--- src/rtl/switch_debouncer.sv ---
// Per-bit two-flop synchroniser and stability counter producing clean switch levels plus rise/fall strobes.
// Optional SWDB_EVENT_COUNT_EN adds an 8-bit saturating count of accepted rises on bit 0.
module switch_debouncer #(
    parameter int WIDTH           = 2,
    parameter int DEBOUNCE_CYCLES = 500000,
    parameter int CNT_W           = 20
) (
    input  logic             Clk,
    input  logic             Reset,
    input  logic [WIDTH-1:0] SW,
    output logic [WIDTH-1:0] Clean,
    output logic [WIDTH-1:0] Rise,
    output logic [WIDTH-1:0] Fall,
    output logic             Changed
`ifdef SWDB_EVENT_COUNT_EN
    ,
    output logic [7:0]       Event_count
`endif
);

    localparam logic [CNT_W-1:0] LP_LAST = CNT_W'(DEBOUNCE_CYCLES - 1);

    logic [WIDTH-1:0] r_s1;
    logic [WIDTH-1:0] r_s2;
    logic [WIDTH-1:0] r_clean;
    logic [WIDTH-1:0] r_rise;
    logic [WIDTH-1:0] r_fall;
    logic             r_changed;
    logic [CNT_W-1:0] r_cnt [WIDTH];

    logic [WIDTH-1:0] w_diff;
    logic [WIDTH-1:0] w_accept;
    logic [WIDTH-1:0] w_rise_nxt;
    logic [WIDTH-1:0] w_fall_nxt;

    // A bit is accepted when the synced level has disagreed with Clean for the full window.
    always_comb begin
        w_diff = r_s2 ^ r_clean;
        for (int i = 0; i < WIDTH; i++) begin
            w_accept[i] = w_diff[i] && (r_cnt[i] == LP_LAST);
        end
        w_rise_nxt = w_accept & r_s2;
        w_fall_nxt = w_accept & ~r_s2;
    end

    always_ff @(posedge Clk or posedge Reset) begin
        if (Reset) begin
            r_s1      <= '0;
            r_s2      <= '0;
            r_clean   <= '0;
            r_rise    <= '0;
            r_fall    <= '0;
            r_changed <= 1'b0;
            for (int i = 0; i < WIDTH; i++) begin
                r_cnt[i] <= '0;
            end
        end else begin
            r_s1      <= SW;
            r_s2      <= r_s1;
            r_clean   <= r_clean ^ w_accept;
            r_rise    <= w_rise_nxt;
            r_fall    <= w_fall_nxt;
            r_changed <= |w_accept;
            // Any agreement with Clean (bounce back) restarts qualification.
            for (int i = 0; i < WIDTH; i++) begin
                if (!w_diff[i] || w_accept[i]) begin
                    r_cnt[i] <= '0;
                end else begin
                    r_cnt[i] <= r_cnt[i] + CNT_W'(1);
                end
            end
        end
    end

    assign Clean   = r_clean;
    assign Rise    = r_rise;
    assign Fall    = r_fall;
    assign Changed = r_changed;

`ifdef SWDB_EVENT_COUNT_EN
    logic [7:0] r_event_count;

    always_ff @(posedge Clk or posedge Reset) begin
        if (Reset) begin
            r_event_count <= 8'h00;
        end else if (w_rise_nxt[0] && (r_event_count != 8'hFF)) begin
            r_event_count <= r_event_count + 8'h01;
        end
    end

    assign Event_count = r_event_count;
`endif

endmodule

--- config.mk ---
export PLATFORM = sky130hd
export DESIGN_NAME = switch_debouncer
export DESIGN_NICKNAME = d
export VERILOG_FILES = /design/src/rtl/switch_debouncer.sv
export SDC_FILE = /design/constraint.sdc
export NUM_CORES = 1
export LEC_CHECK = 0
export CAP_MARGIN = 20
export CORE_ASPECT_RATIO = 0.8
export CORE_MARGIN = 2
export CORE_UTILIZATION = 53
export CTS_BUF_LIST = sky130_fd_sc_hd__clkbuf_8
export DETAILED_ROUTE_END_ITERATION = 8
export PLACE_DENSITY_LB_ADDON = 0.25
export SLEW_MARGIN = 20
export SYNTH_ARGS = -nofsm -noshare
export SYNTH_HDL_FRONTEND = slang
export SYNTH_SLANG_ARGS = --single-unit
--- constraint.sdc ---
create_clock -name Clk -period 4.4 [get_ports Clk]
set_input_delay 0.44 -clock Clk [delete_from_list [all_inputs] [get_ports Clk]]
set_output_delay 0.44 -clock Clk [all_outputs]
set_load 0.01 [all_outputs]
## Word-level counts from Yosys, hierarchy flattened

Index checks and enable logic that the tools add are counted.

| word-level totals | value |
|---|---|
| output and inout port bits | 7 |
| word-level logic and storage cells | 26 |
| register bits | 51 |
| input bits | 4 |

| operators by class | value |
|---|---|
| muxes and demuxes | 2 |
| bitwise logic cells | 5 |
| add/subtract/negate cells | 2 |
| equality and inequality tests | 2 |
| reduce and logical (&&, ||, !) cells | 7 |

Operators with widths:

| cell | number |
|---|---|
| $add A20 B1 Y20 const B | 2 |
| $eq A20 B19 Y1 const B | 2 |
| $mux W20 | 2 |
| $and A2 B2 Y2 | 2 |
| $xor A2 B2 Y2 | 2 |
| $logic_and A1 B1 Y1 | 2 |
| $logic_not A1 Y1 | 2 |
| $logic_or A1 B1 Y1 | 2 |
| $not A2 Y2 | 1 |
| $reduce_or A2 Y1 | 1 |

## Longest topological paths before layout

| depth | value |
|---|---|
| depth in word-level cells | 4 |
| gate-level depth with buffers | 6 |

## Least setup slack after synthesis

Ideal clock, no wire load.

| timing | value |
|---|---|
| kind | reg-to-reg |
| from | reg r_cnt[0] in the netlist's numbering |
| to | reg r_cnt[10] in the netlist's numbering |
| buffers on the path | 1 |
| slack | 2,732 ps |
| period minus slack after synthesis | 1,668 ps |
| setup time | 121 ps |
| cell stages (with the launch flop) | 7 |
| data required time | 4,279 ps |
| data arrival time | 1,546 ps |
| cells stage by stage | dfrtp_1 > ha_1 > and4_1 > nand3_1 > o21ai_1 > buf_2 > nor2_1 |

| on the way | value |
|---|---|
| longest elaborated chain between the ends | 4 |
| elaborated cells between the ends (all ways) | 5 |
| classes of those cells | 1 x add/sub; 1 x eq/ne; 1 x mux; 2 x reduce/logical |

Ends and longest elaborated chain:

| element | RTL line | RTL |
|---|---|---|
| start: declaration | 29 | `logic [CNT_W-1:0] r_cnt [WIDTH];` |
| start signal: indexed assignment | 69 | `r_cnt[i] <= r_cnt[i] + CNT_W'(1);` |
| branches (longest 3 deep; another with $add A20 B1 Y20) | n/a |  |
| $mux W20 * | 66 | `if (!w_diff[i] \|\| w_accept[i]) begin` |

Mark *: on every way between the ends.

## Final worst setup path

| timing | value |
|---|---|
| from | reg r_cnt[26] in the netlist's numbering |
| to | reg r_cnt[36] in the netlist's numbering |

Same word-level chain as after synthesis.

==> flow_summary.yaml <==
timing:
  setup_slack_ps: 2280
  fin_skew_ps: 3.89
  slew_headroom_pct: 32.3
  rsz0062_at_grt: "no"
  fin_hold_ws_ps: 360
  finalHoldViolations: 0
  finalWorstPathRequiredPeriod_ps: 2120
  period_share_pct: 48.2
  fin_tns_setup_ps: 0
  max_freq_mhz: 472
  report.final.setup_viol: 0
  tightest_slew_ps: 1010
  drv_slew: 0
yosys:
  synth_top_area_cell: "dfrtp_1"
  synth_cells: 231
  async_flop_share_pct: 100
  muxShareOfSynthArea_pct: 2.58
  synth_compound_area_share_pct: 2.89
  synth_ff_type: "dfrtp_1"
  yosysSeqAreaShare_pct: 52.7
  synthXorXnorAreaFrac_pct: 11.9
  synth_fa_ha_area_share_pct: 1.03
  synth_cell_type_count: 34
  synth.area.top_cells: "dfrtp_1 53%, xnor2_1 7.2%, nor2_1 5.1%"
  synth_top_family_by_area: "simple AND/OR/NAND/NOR gates"
  synth-seq-cells: 51
  synth_area_um2: 2420
  synth_edf_count: 0
  synth_nets: 237
  avgSynthCellArea_um2: 10.5
  synth_warnings: 0
  yosys.area_share.simple_pct: 27.3
  synth_top_area_share_pct: 52.7
cts:
  htree_num_levels: 2
  cts_root_buf: "clkbuf_8"
  ctsHoldBuffers: 0
  path_clk_slew_ps: 90
  cts_tree: "done"
  numCtsBuffers: 5
  post-cts-setup-buffers: 0
  post_cts_resize_count: 0
  insertion_delay_ps: 310
  clkSinkCount: 51
  max-clock-path-buffers: 2
detailed_routing:
  vias: 1710
  drtIter0Drc: 124
  drt-total-wl_um: 4330
  ant_nets: 0
  firstDrtPassIters: 4
  drt-wirelength-per-cell_um: 14.4
  via_per_inst: 5.68
  drcViolationCount: 0
power_and_ir_drop:
  p_per_area_nw_per_um2: 293
  p_leak_nw: 1.06
  ir_worst_vdd_mv: 0.242
finish:
  final_common_cell: "dfrtp_1"
  utilization_pct: 62.3
  nNetsFinal: 250
  mostFrequentLayoutCells: "51 x dfrtp_1, 33 x nor2_1, 20 x xnor2_1"
  antennaDiodeCount: 0
  drive_above_1_share_pct: 6.56
  syn_to_final_growth_pct: 10.1
critical_path:
  critical_path_class: "reg2reg"
  crit_path_start_kind: "flip-flop"
  arrival_ps: 2270
  critPathRequiredTime_ps: 4550
  cp_max_fo: 15
  end_kind: "flip-flop"
hold_path:
  min_path_type: "reg2reg"
placed_design:
  io_buffers: 10
  place_ws_ps: 2130
  gp_congestion: 0.780
  hpwlAfterDp_um: 2880
floorplanning:
  core_region_area_um2: 4280
  die-area_um2: 5130
  fp.dieH_um: 64.5
  start_util_pct: 56.6
  die_x_um: 79.6
  fp-row-count: 21
  io_pins: 11
run:
  maxCapViolations: 0
grt:
  use_met3_pct: 6.55
  antenna_found_initial: 0
  busiest_layer: "met1"
  grt_use_total_pct: 20.2
  grt_max_degree: 52
  use_met2_pct: 26.1
  grt-ovfl-total: 0
  grt_pass1_vias: 1606
  grtUsageMet1_pct: 32.0
  grt_pass1_wl_um: 7820
outcome:
  outcome: "complete, no violations"
==> layer usage <==
layer / vias up / wire [um] / part of all wire [%]
li1: 845 / - / -
met5: - / 0 / 0
met2: 26 / 1730 / 40
met1: 833 / 2340 / 54
met4: 0 / 63 / 1.5
met3: 6 / 192 / 4.4
==> per-stage QoR <==
stage               power (mW)  instances  cell area (um^2)
CTS                      0.789        301              2660
global route             0.814        301              2670
floorplan                0.508        231              2420
finish                   0.782        301              2670
detailed placement       0.518        294              2570
global placement         0.518        294              2570
==> kinds of logic (layout without fill, tap and decap cells) <==
family,Yosys count,in the layout
AND/OR/NAND/NOR,117,117
flip-flops,51,51
XOR/XNOR,33,33
AO/OA/AOI/OAI,13,13
buffers and inverters,9,22
multiplexers,6,6
adder cells (fa/ha/maj),2,2
==> state kept, by name (all words and copies together), names as in the netlist, named ones only <==
signal,cells
Rise,2
r_s1,2
Changed,1
r_s2,2
Fall,2
r_cnt,40
==> cell usage after synthesis, drive strengths merged, types with 2 or more instances <==
master / count
nor3: 9
and3: 3
clkbuf: 2
mux2i: 4
mux2: 2
inv: 5
nand2: 14
nand3: 15
a21oi: 5
nor3b: 5
nor2: 33
ha: 2
buf: 2
dfrtp: 51
xnor2: 20
xor2: 13
or3: 4
nand4: 11
o21ai: 5
nor4b: 4
and4: 7
nor4: 9
==> critical path, stage by stage, from the launching register on <==
cell	delay [ps]
dfrtp_1	450
nor4b_1	450
nand3_1	120
o21ai_1	800
nor2_1	130
==> where the power goes <==
group	leakage [nW]	switching [mW]	internal (mW)
Sequential	0.698	0.00698	0.475
Clock	0.0470	0.151	0.124
Combinational	0.317	0.0183	0.00820
==> cell type report <==
class / instances / area (um^2)
clock inverters: 1 / 5.00
inverters: 5 / 20.0
multi-input cells: 171 / 1110
well taps: 57 / 71.3
fillers: 365 / 1620
repair buffers: 10 / 100
flip-flops and latches: 51 / 1280
clock buffers: 6 / 82.6
==> final timing paths <==
kind                       depth (start not counted)  slack (ps)      start   endpoint
setup / recovery                                   4        2280  r_cnt[26]  r_cnt[36]
hold / removal                                     0         360    r_s1[0]    r_s2[0]
setup reg to reg                                   4        2280  r_cnt[26]  r_cnt[36]
hold reg to reg                                    0         360    r_s1[0]    r_s2[0]
max in group asynchronous                          2        3310      Reset  r_cnt[18]
min in group asynchronous                          2         580      Reset    Rise[1]
Note: power is estimated with default switching activity, not from simulation.
